## config.mk

```make
export PLATFORM = sky130hd
export DESIGN_NAME = camera_pattern_gen
export DESIGN_NICKNAME = d
export VERILOG_FILES = /design/src/rtl/camera_pattern_pkg.sv /design/src/rtl/cam_pattern_pixel.sv /design/src/rtl/camera_pattern_gen.sv
export SDC_FILE = /design/constraint.sdc
export NUM_CORES = 1
export LEC_CHECK = 0
export ABC_AREA = 1
export BUFFER_PORTS_ARGS = -buffer_cell sky130_fd_sc_hd__clkbuf_2
export CAP_MARGIN = 5
export CORE_MARGIN = 2
export CORE_UTILIZATION = 55
export CTS_BUF_LIST = sky130_fd_sc_hd__clkbuf_8
export CTS_CLUSTER_DIAMETER = 50
export DETAILED_ROUTE_END_ITERATION = 8
export PLACE_DENSITY = 0.78
export SLEW_MARGIN = 0
export SYNTH_ARGS = -nofsm -noshare
export SYNTH_HDL_FRONTEND = slang
export SYNTH_SLANG_ARGS = --single-unit
```

## constraint.sdc

```tcl
create_clock -name clk -period 1.6 [get_ports clk]
set_input_delay 0.24 -clock clk [delete_from_list [all_inputs] [get_ports clk]]
set_output_delay 0.24 -clock clk [all_outputs]
set_load 0.1 [all_outputs]
```

## src/rtl/camera_pattern_pkg.sv

```systemverilog
// Shared types and constants for the camera test-pattern generator.
package camera_pattern_pkg;

  localparam int unsigned DATA_W = 12;

  localparam logic [1:0] PAT_HRAMP = 2'd0;
  localparam logic [1:0] PAT_VRAMP = 2'd1;
  localparam logic [1:0] PAT_CHECK = 2'd2;
  localparam logic [1:0] PAT_BAYER = 2'd3;

  typedef enum logic [2:0] {
    IDLE,
    LEAD,
    LINE,
    HBLK,
    TRAIL,
    VBLK
  } state_e;

  // Zero-valued timing parameters behave as a single cycle.
  function automatic int unsigned at_least_1(input int unsigned n);
    return (n == 0) ? 1 : n;
  endfunction

  function automatic int unsigned max2(input int unsigned a, input int unsigned b);
    return (a > b) ? a : b;
  endfunction

  function automatic int unsigned cnt_w(input int unsigned n);
    return ($clog2(n) < 1) ? 1 : $clog2(n);
  endfunction

endpackage

```

## src/rtl/cam_pattern_pixel.sv

```systemverilog
// Combinational pixel value for the selected test pattern at (x, y).
module cam_pattern_pixel
  import camera_pattern_pkg::*;
(
  input  logic [DATA_W-1:0] x,
  input  logic [DATA_W-1:0] y,
  input  logic [1:0]        pattern,
  output logic [DATA_W-1:0] value
);

  always_comb begin
    value = '0;
    case (pattern)
      PAT_HRAMP: value = x;
      PAT_VRAMP: value = y;
      PAT_CHECK: value = (x[3] ^ y[3]) ? '1 : '0;
      PAT_BAYER: value = {x[1:0], y[1:0], 8'h00};
    endcase
  end

endmodule

```

## src/rtl/camera_pattern_gen.sv

```systemverilog
// Camera-link style FVAL/LVAL/D test-pattern source with frame counting.
module camera_pattern_gen
  import camera_pattern_pkg::*;
#(
  parameter int unsigned H_ACTIVE = 640,
  parameter int unsigned V_ACTIVE = 480,
  parameter int unsigned H_BLANK  = 16,
  parameter int unsigned FV_LEAD  = 4,
  parameter int unsigned FV_TRAIL = 4,
  parameter int unsigned V_BLANK  = 64
) (
  input  logic              clk,
  input  logic              reset,
  input  logic              enable,
  input  logic [1:0]        pattern_sel,
  output logic              fval,
  output logic              lval,
  output logic [DATA_W-1:0] d,
  output logic              frame_done,
  output logic [15:0]       frame_count
);

  localparam int unsigned HA = at_least_1(H_ACTIVE);
  localparam int unsigned VA = at_least_1(V_ACTIVE);
  localparam int unsigned HB = at_least_1(H_BLANK);
  localparam int unsigned FL = at_least_1(FV_LEAD);
  localparam int unsigned FT = at_least_1(FV_TRAIL);
  localparam int unsigned VB = at_least_1(V_BLANK);
  localparam int unsigned XW = cnt_w(HA);
  localparam int unsigned YW = cnt_w(VA);
  localparam int unsigned PW = cnt_w(max2(max2(HB, FL), max2(FT, VB)));

  state_e            state_q;
  logic [XW-1:0]     x_q;
  logic [YW-1:0]     y_q;
  logic [PW-1:0]     cnt_q;
  logic [1:0]        pat_q;
  logic              fval_q;
  logic              lval_q;
  logic [DATA_W-1:0] d_q;
  logic              frame_done_q;
  logic [15:0]       frame_count_q;
  logic [DATA_W-1:0] pix_c;
  logic              vblk_first_c;

  cam_pattern_pixel u_pixel (
    .x       (DATA_W'(x_q)),
    .y       (DATA_W'(y_q)),
    .pattern (pat_q),
    .value   (pix_c)
  );

  // First VBLK cycle is the cycle whose registered outputs show fval falling.
  assign vblk_first_c = (state_q == VBLK) && (cnt_q == '0);

  always_ff @(posedge clk or posedge reset) begin
    if (reset) begin
      state_q       <= IDLE;
      x_q           <= '0;
      y_q           <= '0;
      cnt_q         <= '0;
      pat_q         <= PAT_HRAMP;
      fval_q        <= 1'b0;
      lval_q        <= 1'b0;
      d_q           <= '0;
      frame_done_q  <= 1'b0;
      frame_count_q <= '0;
    end else begin
      fval_q       <= (state_q != IDLE) && (state_q != VBLK);
      lval_q       <= (state_q == LINE);
      d_q          <= (state_q == LINE) ? pix_c : '0;
      frame_done_q <= vblk_first_c;
      if (vblk_first_c) frame_count_q <= frame_count_q + 16'd1;

      case (state_q)
        IDLE: begin
          if (enable) begin
            state_q <= LEAD;
            pat_q   <= pattern_sel;
            cnt_q   <= '0;
          end
        end
        LEAD: begin
          if (cnt_q == PW'(FL - 1)) begin
            state_q <= LINE;
            cnt_q   <= '0;
            x_q     <= '0;
            y_q     <= '0;
          end else begin
            cnt_q <= cnt_q + PW'(1);
          end
        end
        LINE: begin
          if (x_q == XW'(HA - 1)) begin
            state_q <= (y_q == YW'(VA - 1)) ? TRAIL : HBLK;
            x_q     <= '0;
            cnt_q   <= '0;
          end else begin
            x_q <= x_q + XW'(1);
          end
        end
        HBLK: begin
          if (cnt_q == PW'(HB - 1)) begin
            state_q <= LINE;
            cnt_q   <= '0;
            x_q     <= '0;
            y_q     <= y_q + YW'(1);
          end else begin
            cnt_q <= cnt_q + PW'(1);
          end
        end
        TRAIL: begin
          if (cnt_q == PW'(FT - 1)) begin
            state_q <= VBLK;
            cnt_q   <= '0;
          end else begin
            cnt_q <= cnt_q + PW'(1);
          end
        end
        VBLK: begin
          if (cnt_q == PW'(VB - 1)) begin
            cnt_q <= '0;
            if (enable) begin
              state_q <= LEAD;
              pat_q   <= pattern_sel;
            end else begin
              state_q <= IDLE;
            end
          end else begin
            cnt_q <= cnt_q + PW'(1);
          end
        end
        default: state_q <= IDLE;
      endcase
    end
  end

  assign fval        = fval_q;
  assign lval        = lval_q;
  assign d           = d_q;
  assign frame_done  = frame_done_q;
  assign frame_count = frame_count_q;

endmodule

```

==> flow_summary.json <==
{
  "outcome": "finished clean",
  "maxCapViolCount": 0,
  "place_ws_ns": 0.000168,
  "syn_nets": 471,
  "clk_pin_slew_ns": 0.06,
  "place_inst": 585,
  "rows": 28,
  "yosys.area_share.adder": 0.0184,
  "ir_worst_vdd_mv": 0.899,
  "drc": 0,
  "setup_ws_ns": 0.0211,
  "p_int_mw": 3.43,
  "reg2reg_from": "cnt_q[1]",
  "vias": 3233,
  "first_pass_iters": 6,
  "detail-route-antenna-nets": 0,
  "htreeDepth": 3,
  "crit_path_end_kind": "register",
  "crit_end": "state_q[2]",
  "overflow": 0,
  "io_pins": 36,
  "area_growth_syn_to_layout_pct": 22.3,
  "slowest_delay_ns": 0.40,
  "grt_pass1_wl_um": 12800,
  "crit_type": "reg2reg",
  "layout_commonest_cell": "nand2_1",
  "worstReg2RegEnd": "state_q[2]",
  "synth_seq_cells": 61,
  "hold_violations": 0,
  "num_antenna_cells": 0,
  "cp.required_ns": 1.83,
  "max_freq_mhz": 633,
  "gp_congestion": 0.887,
  "relSlewSlack": 0.637,
  "viasPerCell": 5.36,
  "netlist_area_mm2": 0.00340,
  "yosysSeqAreaShare": 0.448,
  "p_switching_mw": 2.50,
  "fin_nets": 533,
  "grt_pass1_vias": 2894,
  "seq_power_share": 0.328,
  "clk_path_buf_depth": 2,
  "initial_core_util": 0.572,
  "clock_latency_ns": 0.34,
  "crit_start": "cnt_q[1]",
  "grt_max_degree": 23,
  "port-buffer-count": 35,
  "root_buffer": "clkbuf_8",
  "finalSetupViolations": 0,
  "fillers": 476,
  "hp-class": "in2reg",
  "synth_xor_area_frac": 0.0334,
  "synth_mux_area_frac": 0,
  "crit_path_frequent_cell": "nand2_2",
  "power_frac_clock": 0.281,
  "core_area_mm2": 0.00596,
  "grt_usage": 0.244,
  "synth.avg_cell_area_um2": 7.39,
  "p_comb_frac": 0.391,
  "seqCellArea_mm2": 0.00155,
  "p_leak_nw": 2.05,
  "synth_cell_types": 30,
  "syn_inst": 461,
  "finalCriticalPeriod_ns": 1.58,
  "instances_no_fill": 603,
  "die_h_um": 82.7,
  "synth_compound_area_frac": 0.0882,
  "multi_input_area_mm2": 0.00174,
  "timing.final.max_slew_violations": 0,
  "ff2ff_setup_slack_ns": 0.02,
  "cts_sinks": 61,
  "final_layout_size_suffix_gt1_frac": 0.242,
  "fp.dieW_um": 82.7,
  "startpoint_type": "register",
  "wirelength_um": 7860,
  "dp_hpwl_um": 5770,
  "fin_crit_sh": 0.987,
  "yosys.area_share.simple": 0.345,
  "numCtsBuffers": 9,
  "worstPathArrival_ns": 1.80,
  "grt_antenna_before_repair": 0,
  "tightest_slew_ns": 0.547,
  "drtIter0Drc": 221,
  "worstPathMaxFanout": 4,
  "power.density_mw_per_mm2": 1420,
  "finClkSkew_ns": 0.00940,
  "dieArea_mm2": 0.00684,
  "cts_tree": "built",
  "sw_frac_of_total": 0.421,
  "worstRegToRegCells": 10,
  "synth_top_family_by_area": "simple AND/OR/NAND/NOR gates",
  "slowest_stage": "dfrtp_1",
  "wl_per_cell_um": 13.0,
  "final_cell_mix": "143 x nand2_1, 46 x inv_1, 45 x dfrtp_1",
  "cp_cell_sequence": "ha_2 -> nand2_2 -> nor2_4 -> nand2_2 -> nand2_4 -> nand2_2 -> nor2_4 -> nand2_2 -> nand2_1 -> nand2_1",
  "yosys_warnings": 0,
  "rsz0062_at_grt": "true"
}
-- cell usage after synthesis --
| cell type | n | area, um2 |
|---|---|---|
| o21ai_2 | 1 | 8.76 |
| nor2_2 | 6 | 37.5 |
| nand4_2 | 1 | 12.5 |
| nand3b_1 | 2 | 15.0 |
| nand4_1 | 8 | 50.1 |
| xnor2_1 | 8 | 70.1 |
| nand3_1 | 40 | 200 |
| and2_1 | 1 | 6.26 |
| buf_6 | 1 | 11.3 |
| inv_2 | 7 | 26.3 |
| nor3_4 | 1 | 16.3 |
| and3_1 | 2 | 12.5 |
| buf_2 | 2 | 10.0 |
| nor3_1 | 4 | 20.0 |
| nor2_4 | 2 | 22.5 |
| o21ai_0 | 33 | 165 |
| nand2_2 | 7 | 43.8 |
| nor2_1 | 41 | 154 |
| o21ai_1 | 1 | 5.00 |
| xor2_1 | 5 | 43.8 |
| a21oi_1 | 16 | 80.1 |
| clkbuf_1 | 2 | 7.51 |
| inv_1 | 46 | 173 |
| nand3_2 | 2 | 20.0 |
| dfrtp_1 | 61 | 1530 |
| a21boi_0 | 1 | 7.51 |
| o31ai_1 | 2 | 15.0 |
| nand2_1 | 150 | 563 |
| a31oi_1 | 3 | 18.8 |
| ha_1 | 5 | 62.6 |
-- what timing repair did --
action / 4_1_cts / 5_1_grt
hold buffers: 1 / 0
gates resized for setup: 2 / 25
cloned: 0 / 0
buffers inserted: 0 / 1
pin swaps: 0 / 10
hold endpoints to repair: 19 / 0
setup endpoints to repair: 5 / 39
-- cells by family after synthesis --
kind of cell	count (synthesis)
compound gates	57
xor+xnor	13
fa+ha+maj	5
buf+inv	58
flops	61
simple gates	267
-- registers in the layout (all words and copies together), names as in the netlist, 2 cells and up --
register,count
y_q,9
d,12
cnt_q,6
frame_count,16
x_q,10
pat_q,2
state_q,3
-- per-stage QoR --
step                      power, mW  hold slack, ns  area, um2  utilization   TNS, ns
final                          5.93           0.171       4160        0.699         0
after CTS                      5.80           0.170       4070        0.684  -0.00261
after detailed placement       4.12           0.278       3810        0.640         0
after global routing           6.28           0.195       4160        0.699    -0.381
after global placement         4.07           0.269       3810        0.640         0
after floorplan                3.56           0.352       3430            -         0
-- per-layer routing --
layer / global-route usage / wire [um]
met5: 0 / 0
met4: 0.0852 / 109
met3: 0.0522 / 386
met2: 0.394 / 3800
met1: 0.326 / 3570
-- power groups by stage --
| stage | registers, mW | logic (mW) | clock network, mW |
|---|---|---|---|
| floorplan | 2.55 | 1.01 | 0 |
| global placement | 1.95 | 2.12 | 0 |
| detailed placement | 1.96 | 2.16 | 0 |
| CTS | 1.94 | 2.19 | 1.67 |
| global route | 1.97 | 2.58 | 1.74 |
| finish | 1.94 | 2.32 | 1.67 |
-- critical path: cells and delay by family, from the launching register on --
family	cells	cell delay [ns]
adder cells (fa/ha/maj)	1	0.21
AND/OR/NAND/NOR	9	0.87
flip-flops	1	0.40
-- worst min path at each step --
stage / from / end / slack (ns) / cells after the start
3_5_place_dp: reset / frame_count[6] / 0.28 / 2
5_1_grt: pattern_sel[0] / pat_q[0] / 0.19 / 3
4_1_cts: pattern_sel[0] / pat_q[0] / 0.17 / 3
2_1_floorplan: reset / cnt_q[0] / 0.35 / 1
6_report: pattern_sel[1] / pat_q[1] / 0.17 / 3
3_3_place_gp: reset / frame_count[6] / 0.27 / 2
-- cell type report --
class,instances,area share
Inverter,53,0.0487
Clock inverter,6,0.0246
Multi-Input combinational cell,342,0.419
Sequential cell,61,0.372
Clock buffer,10,0.0331
Timing Repair Buffer,56,0.0805
Tap cell,75,0.0225
No activity file was read; power rests on OpenSTA's default activity.
